`config.mk`:
```
export PLATFORM = sky130hd
export DESIGN_NAME = onehot_stream_encoder
export DESIGN_NICKNAME = d
export VERILOG_FILES = /design/src/rtl/onehot_stream_encoder.sv
export SDC_FILE = /design/constraint.sdc
export NUM_CORES = 1
export LEC_CHECK = 0
export CAP_MARGIN = 20
export CORE_UTILIZATION = 47
export CTS_CLUSTER_DIAMETER = 30
export DETAILED_ROUTE_END_ITERATION = 8
export HOLD_SLACK_MARGIN = 0.15
export PLACE_DENSITY = 0.77
export SKIP_CTS_REPAIR_TIMING = 1
export SLEW_MARGIN = 20
export SYNTH_ARGS = -nofsm -noshare
export SYNTH_HDL_FRONTEND = slang
export SYNTH_SLANG_ARGS = --single-unit
```
`constraint.sdc`:
```
create_clock -name clk -period 2.7 [get_ports clk]
set_input_delay 0.54 -clock clk [delete_from_list [all_inputs] [get_ports clk]]
set_output_delay 0.54 -clock clk [all_outputs]
set_load 0.005 [all_outputs]
```
`src/rtl/onehot_stream_encoder.sv`:
```
// rtl/onehot_stream_encoder.sv - serial set-bit index encoder with valid/ready handshakes
// Optional ENC_COUNT_EN adds the out_remain pending-bit count port.
module onehot_stream_encoder #(
   parameter int WIDTH = 8,
   parameter int IDX_W = 3
) (
   input  logic             clk,
   input  logic             rst_n,
   input  logic             in_valid,
   output logic             in_ready,
   input  logic [WIDTH-1:0] in_data,
   output logic             out_valid,
   input  logic             out_ready,
   output logic [IDX_W-1:0] out_idx,
   output logic             out_last,
`ifdef ENC_COUNT_EN
   output logic [IDX_W:0]   out_remain,
`endif
   output logic             zero_err
);

   typedef enum logic {IDLE, DRAIN} state_t;

   state_t           state;
   logic [WIDTH-1:0] pending;
   logic             in_fire;
   logic             out_fire;
   logic             in_zero;

   always_comb begin
      out_idx = '0;
      for (int i = WIDTH - 1; i >= 0; i--) begin
         if (pending[i]) out_idx = IDX_W'(i);
      end
   end

`ifdef ENC_COUNT_EN
   always_comb begin
      out_remain = '0;
      for (int i = 0; i < WIDTH; i++) begin
         out_remain = out_remain + (IDX_W + 1)'(pending[i]);
      end
   end
   assign out_last = (out_remain == (IDX_W + 1)'(1));
`else
   assign out_last = ((pending & (pending - 1'b1)) == '0) && (pending != '0);
`endif

   assign out_valid = (state == DRAIN);
   assign out_fire  = out_valid & out_ready;
   // A new word can be taken in the same cycle the final index of the old one leaves.
   assign in_ready  = (state == IDLE) | (out_fire & out_last);
   assign in_fire   = in_valid & in_ready;
   assign in_zero   = (in_data == '0);

   always_ff @(posedge clk or negedge rst_n) begin
      if (!rst_n) begin
         state    <= IDLE;
         pending  <= '0;
         zero_err <= 1'b0;
      end else begin
         zero_err <= in_fire & in_zero;
         case (state)
            IDLE: begin
               if (in_fire && !in_zero) begin
                  pending <= in_data;
                  state   <= DRAIN;
               end
            end
            DRAIN: begin
               if (out_fire) begin
                  if (!out_last) begin
                     pending <= pending & (pending - 1'b1);
                  end else if (in_fire && !in_zero) begin
                     pending <= in_data;
                  end else begin
                     pending <= '0;
                     state   <= IDLE;
                  end
               end
            end
            default: begin
               pending <= '0;
               state   <= IDLE;
            end
         endcase
      end
   end

endmodule

```
# --- Yosys cells after proc, flatten, opt, wreduce, memory -nomap -nowiden ---
# Cells that the tools add are included.
classes:
  n_addsub: 1
  eq_ne: 2
  n_mux: 17
  n_bitwise: 7
  reduce_logical: 7
op_table:
  columns: ["operator", "count"]
  rows:
  - ["$mux W8", 4]
  - ["$mux W3", 8]
  - ["$logic_not A8 Y1", 2]
  - ["$pmux W8 S2", 1]
  - ["$and A8 B8 Y8", 1]
  - ["$reduce_bool A8 Y1", 1]
  - ["$sub A8 B1 Y8 const B", 1]
  - ["$and A1 B1 Y1", 4]
  - ["$ne A2 B1 Y1 const B", 2]
  - ["$mux W1", 3]
  - ["$logic_and A1 B1 Y1", 2]
  - ["$pmux W1 S2", 1]
  - ["$reduce_and A2 Y1", 1]
  - ["$logic_not A1 Y1", 1]
  - ["$not A1 Y1", 1]
  - ["$or A1 B1 Y1", 1]
word_totals:
  ff_bits: 10
  input_bits: 12
  output_inout_bits: 7
  elab_cells: 37

# --- Logic depth before layout (Yosys ltp) ---
# Gate-level depths: netlist of the first run.
logic_depth:
  depth_word: 12
  depth_mapped: 7
  mapped_depth_nobuf: 4

# --- Least setup slack after synthesis of the first run ---
# Ideal clock, no wire load.
synth_timing:
  path_type: "register to output"
  from: "reg pending[2]"
  to: "out in_ready"
  arrival_time_ps: 1648
  path_slack_ps: 512
  path_stages_with_launch: 8
  path_buffers: 3
  path_cell_list: "dfrtp_1 > buf_6 > or4_1 > buf_2 > a21oi_1 > a211o_1 > buf_2 > nand2_1"
synth_via:
  elab_chain_cells: 6
  word_cells_on_any_way: 7
  classes_between: "1 x add/sub; 3 x bitwise; 3 x reduce/logical"
synth_rtl:
  columns: ["item", "line_no", "text"]
  rows:
  - ["start: declaration", "25", "logic [WIDTH-1:0] pending;"]
  - ["start signal: assignment", "66", "pending <= in_data;"]
  - ["start signal: assignment", "73", "pending <= pending & (pending - 1'b1);"]
  - ["start signal: assignment", "75", "pending <= in_data;"]
  - ["$sub A8 B1 Y8", "46", "assign out_last = ((pending & (pending - 1'b1)) == '0) && (pending != '0);"]
  - ["$and A8 B8 Y8", "46", null]
  - ["$logic_not A8 Y1", "46", null]
  - ["$logic_and A1 B1 Y1 (*)", "46", null]
  - ["$and A1 B1 Y1 (*)", "52", "assign in_ready = (state == IDLE) | (out_fire & out_last);"]
  - ["$or A1 B1 Y1 (*)", "52", null]
  - ["end: declaration", "10", "output logic in_ready,"]
# Every way passes the cells marked *; elsewhere a longest branch is shown, timed or not.

# --- Worst setup path after layout of the first run ---
layout_timing:
  from: "reg pending[3]"
  to: "out out_idx[2]"
layout_via:
  elab_chain_cells: 4
layout_rtl:
  columns: ["item", "line_no", "text"]
  rows:
  - ["$mux W3 (4 in series)", "33", "if (pending[i]) out_idx = IDX_W'(i);"]
  - ["end: declaration", "14", "output logic [IDX_W-1:0] out_idx,"]
# Every way passes these cells.

==> impl_metrics.ini, run 1 <==
[hold_path]
hold_class = primary input to asynchronous set/reset pin

[worst_setup_path]
critPathCaptureType = primary output
path_max_fanout = 6
worst_setup_path_start_kind = flop
worstPathRequired_ps = 2160
critical_path_class = flop to primary output
endpoint = out_idx[2]
r2r_setup_slack_ps = 770
crit_start = pending[3]
r2r-end = pending[7]
r2r-start = pending[3]
r2r_cells = 5
worst_ep_arrival_time_ps = 2030

[routing]
post_drt_wl_per_cell_um = 14.92
vias = 805
ant_nets = 0
drc = 0
drt-initial-drc-count = 37
wirelength_um = 1865
vias_per_cell = 6.440
drt_pass1_iterations = 4

[global_route]
first_global_vias = 702
grt_first_pass_wirelength_um = 3098
grt_start_max_net_pins = 14
grt_use_total = 0.2263
antenna_found_initial = 0
grt-ovfl-total = 0

[clocking]
clkTransAtPathRegs_ps = 80
cts_sinks = 10
cts_tree = done
clk_path_buf_depth = 2
cts_made_buffers = 3
h-tree-depth = 1
clkLatencyLatePin_ps = 270
root_buffer = clkbuf_4

[sta]
rsz0062_at_grt = no
worst_slack_ps = 132.0
skew_ps = 4.283
worst_pin_slew_ps = 475.5
finalMaxSlewViolations = 0
setup_viol = 0
tns_ps = 0
min_period_over_period = 0.9511
fin_crit_ps = 2568
max_freq_ghz = 0.3894
hold_viol = 0
relSlewSlack = 0.6820

[die]
die-width_um = 41.63
pin_count = 19
num_rows = 13
start_util = 0.5339
dieArea_mm2 = 0.001733
core_area_mm2 = 0.001383
fp.dieH_um = 41.63

[synth]
syn_area_um2 = 738.2
async_reset_ff_frac = 1.000
synth_nets = 102
synthCells = 90
ys_ff_latch = 10
synthFlopType = dfrtp_1
synth_cell_type_count = 30
synth.avg_cell_area_um2 = 8.202
synth_area_leaders = dfrtp_1 34%, a21oi_1 6.8%, nor2_1 5.6%, a211oi_1 4.1%, nand2_1 3.6%
yosysSeqAreaShare = 0.3390
synth_common_cells = 11 x nor2_1, 10 x a21oi_1, 10 x dfrtp_1
netlist.area_leader.share = 0.3390
yosys.area.top_type = dfrtp_1
yosysMostFrequentCell = nor2_1
synth_edf_count = 0
synth_warnings = 0

[placed_design]
dp_hpwl_um = 1232
dpl-instance-area_um2 = 918.4
pre_cts_slack_ps = 183.6
numPortBuffers = 18
routabilityCongestion = 0.8297

[power]
total_power_w = 0.001206
power.density_mw_per_mm2 = 1196
vdd_drop_max_mv = 0.6449
leakage_nw = 0.3989

[cells_and_area]
area_growth_pct = 36.61
final_nets = 123
drive_gt1_frac = 0.1727
fin_area_mm2 = 0.001008
diodes = 0
fill_cells = 111

[run_status]
outcome = finished clean

[flow_run]
maxCapViolations = 0
==> layout by cell type, fill, tap and decap left out, types with 3 or more instances in the layout <==
| cell type | synthesis | final |
|---|---|---|
| clkbuf_4 | 0 | 3 |
| nand2_1 | 7 | 7 |
| o21ai_0 | 5 | 5 |
| clkdlybuf4s50_1 | 0 | 17 |
| a211oi_1 | 4 | 4 |
| nor2b_1 | 4 | 4 |
| nor2_1 | 11 | 11 |
| dfrtp_1 | 10 | 6 |
| o211ai_1 | 3 | 3 |
| o21a_1 | 3 | 3 |
| a21oi_1 | 10 | 9 |
| dfrtp_2 | 0 | 4 |
| buf_4 | 0 | 4 |
==> power breakdown <==
part | internal (W) | switching [W] | leakage, nW | total, W
Sequential | 0.000208 | 0.000126 | 0.124 | 0.000334
Clock | 0.0000818 | 0.0000567 | 0.0210 | 0.000138
Combinational | 0.000421 | 0.000313 | 0.254 | 0.000733
Total | 0.000711 | 0.000495 | 0.399 | 0.00121
==> state kept, by name, summed over array words and instances, names as in the netlist <==
register   count
pending        8
out_valid      1
zero_err       1
==> critical path, stage by stage (launching register included) <==
cell,delay [ps]
dfrtp_2,440
or4_4,560
buf_4,180
nor2_1,90
clkdlybuf4s50_1,500
==> metal layers <==
layer	wire length, um	GRT usage	share of wire
met3	154	0.06522	0.083
met5	0	0	0
met4	36	0.09032	0.019
met2	837	0.3406	0.45
met1	837	0.3047	0.45
==> stage by stage <==
stage               cells    util  hold WS (ps)
finish                125  0.7294         594.4
global route          125  0.7294         637.5
CTS                   123  0.6905         615.8
detailed placement    119  0.6643         650.5
global placement      119  0.6643         647.7
floorplan              90       -         244.4
==> worst min-delay path by stage <==
stage                       to  slack (ps)  cells after the start
floorplan            out_valid         240                      0
global placement    pending[1]         650                      2
detailed placement  pending[1]         650                      2
CTS                   zero_err         620                      1
global route          zero_err         640                      1
finish                zero_err         590                      1
==> final cells by class <==
type                    instances  area, um^2  area share
clock buffers                   4       36.28     0.03598
inverters                       2       7.507    0.007444
multi-input cells              72       478.0      0.4739
flip-flops and latches         10       255.2      0.2531
well taps                      15       18.77     0.01861
repair buffers                 22       212.7      0.2109
==> cells by family after synthesis <==
kind of cell | synth area share
AO/OA/AOI/OAI | 0.3492
AND/OR/NAND/NOR | 0.2186
flip-flops | 0.3390
buffers and inverters | 0.05593
XOR/XNOR | 0.02373
adder cells (fa/ha/maj) | 0.01356
No activity file was read; power rests on OpenSTA's default activity.
==> run 2: changes to the inputs <==
--- a/config.mk
+++ b/config.mk
@@ -5,10 +5,10 @@
 export SDC_FILE = /design/constraint.sdc
 export NUM_CORES = 1
 export LEC_CHECK = 0
-export CAP_MARGIN = 20
 export CORE_UTILIZATION = 47
 export CTS_CLUSTER_DIAMETER = 30
 export DETAILED_ROUTE_END_ITERATION = 8
+export GPL_ROUTABILITY_DRIVEN = 0
 export HOLD_SLACK_MARGIN = 0.15
 export PLACE_DENSITY = 0.77
 export SKIP_CTS_REPAIR_TIMING = 1
==> results of run 2 <==
Same layout as run 1: the final DEF is identical, and so are final timing and power.
